$ cat config.mk
export PLATFORM = sky130hd
export DESIGN_NAME = fetch_queue_flat
export DESIGN_NICKNAME = d
export VERILOG_FILES = /design/src/rtl/fetch_queue_if.sv /design/src/rtl/fetch_queue.sv /design/src/flat_wrapper.sv
export SDC_FILE = /design/constraint.sdc
export NUM_CORES = 1
export LEC_CHECK = 0
export CORE_ASPECT_RATIO = 0.75
export CORE_UTILIZATION = 45
export CTS_BUF_LIST = sky130_fd_sc_hd__clkbuf_2 sky130_fd_sc_hd__clkbuf_4 sky130_fd_sc_hd__clkbuf_8
export DETAILED_ROUTE_END_ITERATION = 8
export GPL_ROUTABILITY_DRIVEN = 0
export PLACE_DENSITY = 0.66
export SLEW_MARGIN = 25
export SYNTH_ARGS = -nofsm -noshare
export SYNTH_HDL_FRONTEND = slang
export SYNTH_SLANG_ARGS = --single-unit
$ cat constraint.sdc
create_clock -name i_clk -period 8.9 [get_ports i_clk]
set_input_delay 1.335 -clock i_clk [delete_from_list [all_inputs] [get_ports i_clk]]
set_output_delay 1.335 -clock i_clk [all_outputs]
set_load 0.01 [all_outputs]
$ cat src/rtl/fetch_queue_if.sv
`default_nettype none
// +----------------------------------------------------------------------------+
// | fetch_queue_if                                                             |
// | Memory handshake plus core-facing head/consume/redirect bundle.            |
// | Rev 1.0                                                                    |
// +----------------------------------------------------------------------------+
interface fetch_queue_if #(
  parameter int XLEN  = 32,
  parameter int DEPTH = 4
);
  localparam int c_CNT_W = $clog2(DEPTH) + 1;

  logic               o_DataReq;
  logic [XLEN-1:0]    o_MemAddr;
  logic               i_MemReady;
  logic [XLEN-1:0]    i_DataBlock;
  logic               o_valid;
  logic [XLEN-1:0]    o_instr;
  logic [XLEN-1:0]    o_pc;
  logic               i_next;
  logic               i_redirect;
  logic [XLEN-1:0]    i_redirect_pc;
  logic [c_CNT_W-1:0] o_count;

  modport master (
    output o_DataReq, o_MemAddr,
    input  i_MemReady, i_DataBlock,
    output o_valid, o_instr, o_pc,
    input  i_next, i_redirect, i_redirect_pc,
    output o_count
  );

  modport slave (
    input  o_DataReq, o_MemAddr,
    output i_MemReady, i_DataBlock,
    input  o_valid, o_instr, o_pc,
    output i_next, i_redirect, i_redirect_pc,
    input  o_count
  );
endinterface
`default_nettype wire

$ cat src/rtl/fetch_queue.sv
`default_nettype none
`ifndef PC_RESET
`define PC_RESET 32'h0000_0000
`endif
// +----------------------------------------------------------------------------+
// | fetch_queue                                                                |
// | Sequential instruction fetch with a DEPTH-entry {instr, pc} queue.         |
// | Rev 1.0                                                                    |
// +----------------------------------------------------------------------------+
module fetch_queue #(
  parameter int              XLEN     = 32,
  parameter int              DEPTH    = 4,
  parameter logic [XLEN-1:0] PC_RESET = `PC_RESET
) (
  input logic           i_clk,
  input logic           i_rst,
  fetch_queue_if.master bus
);
  localparam int                 c_PTR_W   = $clog2(DEPTH);
  localparam int                 c_CNT_W   = c_PTR_W + 1;
  localparam logic [c_CNT_W-1:0] c_DEPTH   = c_CNT_W'(DEPTH);
  localparam logic [c_PTR_W-1:0] c_PTR_ONE = c_PTR_W'(1);
  localparam logic [XLEN-1:0]    c_STEP    = XLEN'(4);

  typedef enum logic [1:0] {
    S_IDLE = 2'd0,
    S_REQ  = 2'd1,
    S_DROP = 2'd2
  } state_t;

  state_t             r_state;
  logic [XLEN-1:0]    r_fpc;
  logic [XLEN-1:0]    r_addr;
  logic               r_req;
  logic               r_valid;
  logic [c_CNT_W-1:0] r_count;
  logic [c_PTR_W-1:0] r_head;
  logic [c_PTR_W-1:0] r_tail;
  logic [XLEN-1:0]    r_instr_q [DEPTH];
  logic [XLEN-1:0]    r_pc_q    [DEPTH];

  logic               w_push;
  logic               w_pop;
  logic               w_space;
  logic [c_CNT_W-1:0] w_count_next;
  logic [XLEN-1:0]    w_redirect_pc;
  logic [XLEN-1:0]    w_fpc_inc;

  // A redirect cancels both queue operations of its cycle.
  always_comb begin
    w_pop         = bus.i_next & r_valid & ~bus.i_redirect;
    w_push        = (r_state == S_REQ) & bus.i_MemReady & ~bus.i_redirect;
    w_count_next  = bus.i_redirect ? '0
                  : r_count + c_CNT_W'(w_push) - c_CNT_W'(w_pop);
    w_space       = (w_count_next < c_DEPTH);
    w_redirect_pc = {bus.i_redirect_pc[XLEN-1:2], 2'b00};
    w_fpc_inc     = r_fpc + c_STEP;
  end

  always_ff @(posedge i_clk) begin
    if (i_rst) begin
      r_head  <= '0;
      r_tail  <= '0;
      r_count <= '0;
      r_valid <= 1'b0;
      for (int i = 0; i < DEPTH; i++) begin
        r_instr_q[i] <= '0;
        r_pc_q[i]    <= '0;
      end
    end else begin
      r_count <= w_count_next;
      r_valid <= (w_count_next != '0);
      if (bus.i_redirect) begin
        r_head <= '0;
        r_tail <= '0;
      end else begin
        if (w_push) begin
          r_instr_q[r_tail] <= bus.i_DataBlock;
          r_pc_q[r_tail]    <= r_fpc;
          r_tail            <= r_tail + c_PTR_ONE;
        end
        if (w_pop) begin
          r_head <= r_head + c_PTR_ONE;
        end
      end
    end
  end

  // Only REQ may push; it is entered only with a free slot, so no overflow.
  always_ff @(posedge i_clk) begin
    if (i_rst) begin
      r_state <= S_IDLE;
      r_fpc   <= PC_RESET;
      r_addr  <= PC_RESET;
      r_req   <= 1'b0;
    end else begin
      case (r_state)
        S_IDLE: begin
          if (bus.i_redirect) begin
            r_fpc   <= w_redirect_pc;
            r_addr  <= w_redirect_pc;
            r_req   <= 1'b1;
            r_state <= S_REQ;
          end else if (w_space) begin
            r_addr  <= r_fpc;
            r_req   <= 1'b1;
            r_state <= S_REQ;
          end
        end
        S_REQ: begin
          if (bus.i_redirect) begin
            r_fpc <= w_redirect_pc;
            if (bus.i_MemReady) begin
              r_addr <= w_redirect_pc;
            end else begin
              r_state <= S_DROP;
            end
          end else if (bus.i_MemReady) begin
            r_fpc  <= w_fpc_inc;
            r_addr <= w_fpc_inc;
            if (!w_space) begin
              r_req   <= 1'b0;
              r_state <= S_IDLE;
            end
          end
        end
        S_DROP: begin
          // Address stays on the stale request until its response retires it.
          if (bus.i_redirect) begin
            r_fpc <= w_redirect_pc;
          end
          if (bus.i_MemReady) begin
            r_addr  <= bus.i_redirect ? w_redirect_pc : r_fpc;
            r_state <= S_REQ;
          end
        end
        default: begin
          r_req   <= 1'b0;
          r_state <= S_IDLE;
        end
      endcase
    end
  end

  assign bus.o_DataReq = r_req;
  assign bus.o_MemAddr = r_addr;
  assign bus.o_valid   = r_valid;
  assign bus.o_count   = r_count;
  assign bus.o_instr   = r_instr_q[r_head];
  assign bus.o_pc      = r_pc_q[r_head];

endmodule
`default_nettype wire

$ cat src/flat_wrapper.sv
// flat-port wrapper written by rule: the top's interface ports become plain ports
module fetch_queue_flat 
#(
  parameter int              XLEN     = 32,
  parameter int              DEPTH    = 4,
  parameter logic [XLEN-1:0] PC_RESET = `PC_RESET
)
  (i_clk, i_rst, bus_o_DataReq, bus_o_MemAddr, bus_i_MemReady, bus_i_DataBlock, bus_o_valid, bus_o_instr, bus_o_pc, bus_i_next, bus_i_redirect, bus_i_redirect_pc, bus_o_count);
  fetch_queue_if #(.XLEN(XLEN), .DEPTH(DEPTH)) bus_i ();
  input logic i_clk;
  input logic i_rst;
  output wire logic [$bits(bus_i.o_DataReq)-1:0] bus_o_DataReq;
  output wire logic [$bits(bus_i.o_MemAddr)-1:0] bus_o_MemAddr;
  input wire logic [$bits(bus_i.i_MemReady)-1:0] bus_i_MemReady;
  input wire logic [$bits(bus_i.i_DataBlock)-1:0] bus_i_DataBlock;
  output wire logic [$bits(bus_i.o_valid)-1:0] bus_o_valid;
  output wire logic [$bits(bus_i.o_instr)-1:0] bus_o_instr;
  output wire logic [$bits(bus_i.o_pc)-1:0] bus_o_pc;
  input wire logic [$bits(bus_i.i_next)-1:0] bus_i_next;
  input wire logic [$bits(bus_i.i_redirect)-1:0] bus_i_redirect;
  input wire logic [$bits(bus_i.i_redirect_pc)-1:0] bus_i_redirect_pc;
  output wire logic [$bits(bus_i.o_count)-1:0] bus_o_count;
  assign bus_o_DataReq = bus_i.o_DataReq;
  assign bus_o_MemAddr = bus_i.o_MemAddr;
  assign bus_i.i_MemReady = bus_i_MemReady;
  assign bus_i.i_DataBlock = bus_i_DataBlock;
  assign bus_o_valid = bus_i.o_valid;
  assign bus_o_instr = bus_i.o_instr;
  assign bus_o_pc = bus_i.o_pc;
  assign bus_i.i_next = bus_i_next;
  assign bus_i.i_redirect = bus_i_redirect;
  assign bus_i.i_redirect_pc = bus_i_redirect_pc;
  assign bus_o_count = bus_i.o_count;
  fetch_queue #(.XLEN(XLEN), .DEPTH(DEPTH), .PC_RESET(PC_RESET)) u_core (.i_clk(i_clk), .i_rst(i_rst), .bus(bus_i));
endmodule
==> flow_metrics.py <==
metrics = {
    "status": {
        "status": "completed",
    },
    "power_and_ir_drop": {
        "p_leak_nw": 6.990,
        "ir_worst_vdd_v": 0.00009691,
        "power_density_nw_per_um2": 185.5,
        "total_power_mw": 3.506,
    },
    "clock_tree": {
        "cts.sinks": 333,
        "hold_buffers": 0,
        "post_cts_resized": 0,
        "tritoncts": "yes",
        "cts_setup_buffers": 0,
        "cts_max_path_buffers": 3,
        "clk_pin_slew_ps": 70,
        "cts-htree-levels": 2,
        "clk_latency_ps": 620,
        "clockRootBuffer": "clkbuf_8",
        "cts_buffers": 54,
    },
    "global_route": {
        "grtUsageTotal_pct": 23.86,
        "busiest_layer": "met2",
        "gr-total-overflow": 0,
        "grt_util_met1_pct": 34.61,
        "grt_use_met3_pct": 5.009,
        "grt_pass1_wl_microns": 64930,
        "antenna_found_initial": 0,
        "met2_usage_pct": 36.61,
        "grt_max_degree": 80,
        "grt_pass1_vias": 10840,
    },
    "timing": {
        "rsz0062_at_grt": "no",
        "finalMaxSlewViolations": 0,
        "relSlewSlack_pct": 26.83,
        "fin_crit_sh_pct": 59.38,
        "setup_violations": 0,
        "tightestPinTransition_ps": 1095,
        "tns_ps": 0,
        "hold_viol": 0,
        "whs_ps": 453.0,
        "fmax_mhz": 189.2,
        "setup_ws_ps": 3615,
        "fin_crit_ps": 5285,
        "skew_ps": 18.90,
    },
    "synth": {
        "ys_types": 69,
        "ys_seq_area_share_pct": 58.29,
        "syn_area_per_cell_sq_um": 12.35,
        "syn-num-nets": 1355,
        "ys_ff_latch": 333,
        "synth_area_sq_um": 15830,
        "ys_async_sr_fraction_pct": 0,
        "synth_edf_count": 256,
        "synth_warnings": 0,
        "synthCells": 1282,
        "synth_flop_cell": "edfxtp_1",
    },
    "worst_setup_path": {
        "crit_type": "input pin to register",
        "cp.arrival_ps": 5750,
        "path_cells": "clkdlybuf4s50_1, nor2b_1, nand2_1, clkinv_1, buf_4, nand2_1, nor3_4, buf_4, and2_1",
        "start_kind": "input pin",
        "cp_slowest_cell": "nor3_4",
        "crit_required_ps": 9370,
        "crit_path_max_incr_delay_ps": 890,
        "endpoint_kind": "register",
        "worstPathMaxFanout": 68,
    },
    "floorplanning": {
        "die_w_microns": 218.6,
        "rows": 59,
        "io_pins": 170,
        "core_sq_um": 34700,
        "fp.dieArea_sq_um": 35950,
        "die_height_microns": 164.4,
        "initial_core_util_pct": 45.63,
    },
    "place": {
        "io_buffers": 167,
        "place_ws_ps": 3047,
        "place_area_sq_um": 17780,
        "dpl.hpwl_microns": 25090,
    },
    "finish": {
        "seq_area_sq_um": 9234,
        "drive_above_1_share_pct": 13.93,
        "multiInputGateArea_sq_um": 6107,
        "synthToLayoutAreaGrowth_pct": 19.36,
        "finalNetCount": 1470,
        "postLayoutCellArea_sq_um": 18900,
        "fillers": 2926,
    },
    "drt": {
        "routed_wl_microns": 42970,
        "vias_per_cell": 5.905,
        "drt-wirelength-per-cell_microns": 22.69,
        "drc": 0,
        "vias": 11180,
        "ant_nets": 0,
        "drt-pass1-iter-count": 6,
        "drt-initial-drc-count": 1163,
    },
    "worst_hold_path": {
        "hold_class": "register to register",
    },
    "job": {
        "maxCapViolations": 0,
    },
}
layout by cell type, fill, tap and decap left out, types with 20 or more instances in the layout:
| cell | count |
|---|---|
| buf_4 | 20 |
| mux4_2 | 64 |
| and3_1 | 134 |
| a21oi_1 | 51 |
| clkbuf_8 | 59 |
| clkbuf_4 | 25 |
| nand2b_1 | 21 |
| nor3_1 | 24 |
| nor2_1 | 50 |
| clkdlybuf4s50_1 | 165 |
| dfxtp_1 | 75 |
| nand2_1 | 59 |
| nand4_1 | 20 |
| and2_1 | 128 |
| nand3_1 | 35 |
| edfxtp_1 | 256 |
critical path, delay by kind of cell:
family | cells | cell delay (ps)
buf+inv | 4 | 2060
simple gates | 5 | 2280
area by class of cell:
class	instances	share of cell area, %
clock inverter	11	0.4635
sequential	333	48.86
tap	457	3.026
timing repair buffer	188	9.733
antenna	1	0.01324
inverter	15	0.2979
clock buffer	84	5.290
multi-input combinational	805	32.32
worst paths after layout:
| path | start | endpoint | slack [ps] | depth (start not counted) |
|---|---|---|---|---|
| worst max-delay path | bus_i_MemReady | u_core.r_pc_q[2][22] | 3610 | 9 |
| worst min-delay path | u_core.bus.o_MemAddr[7] | u_core.bus.o_MemAddr[7] | 450 | 2 |
| worst max register to register | u_core.r_state[0] | u_core.r_pc_q[2][22] | 4020 | 8 |
| worst min register to register | u_core.bus.o_MemAddr[7] | u_core.bus.o_MemAddr[7] | 450 | 2 |
per-stage QoR:
stage / std cells / util, %
floorplan: 1282 / -
global placement: 1797 / 51.25
detailed placement: 1797 / 51.25
CTS: 1892 / 54.38
global route: 1893 / 54.46
finish: 1894 / 54.47
state kept, by name, summed over array words and instances, names as in the netlist, named ones only:
register              flops
u_core.bus.o_valid        1
u_core.bus.o_count        3
u_core.r_pc_q           128
u_core.r_state            2
u_core.r_instr_q        128
u_core.r_fpc             32
u_core.bus.o_MemAddr     32
u_core.r_tail             2
u_core.r_head             2
u_core.bus.o_DataReq      1
cells in the mapped netlist, types with 14 or more instances:
master,count,area (sq um)
a21oi_1,51,255.2
and2_1,128,800.8
and3_1,134,838.3
clkbuf_1,101,379.1
dfxtp_1,77,1541
edfxtp_1,256,7687
inv_1,14,52.55
mux4_2,64,1441
nand2_1,59,221.5
nand2b_1,21,131.4
nand3_1,35,175.2
nand4_1,20,125.1
nor2_1,53,198.9
nor3_1,25,125.1
o21ai_0,14,70.07
cells by family (layout without fill, tap and decap cells):
family,Yosys count,after routing,share of synthesized area (%)
and+or+nand+nor,529,529,18.96
DFF,333,333,58.29
AOI/OAI and AO/OA,171,171,7.468
buffers and inverters,144,298,3.588
muxes,73,73,9.681
xor gates and xnor gates,27,27,1.588
adders and majority gates,5,5,0.4268
other,0,1,0
power by group:
group | total, mW | internal (mW) | switching (mW) | leakage [nW]
combinational | 0.342 | 0.156 | 0.187 | 3.12
clock | 1.35 | 0.741 | 0.610 | 0.579
sequential | 1.81 | 1.75 | 0.0658 | 3.29
total | 3.51 | 2.64 | 0.862 | 6.99
per-layer routing:
layer	vias up	share of wire, %
li1	5083	-
met1	5547	44
met2	495	46
met3	59	8.8
met4	0	1.5
met5	-	0
No activity file was read; power rests on OpenSTA's default activity.
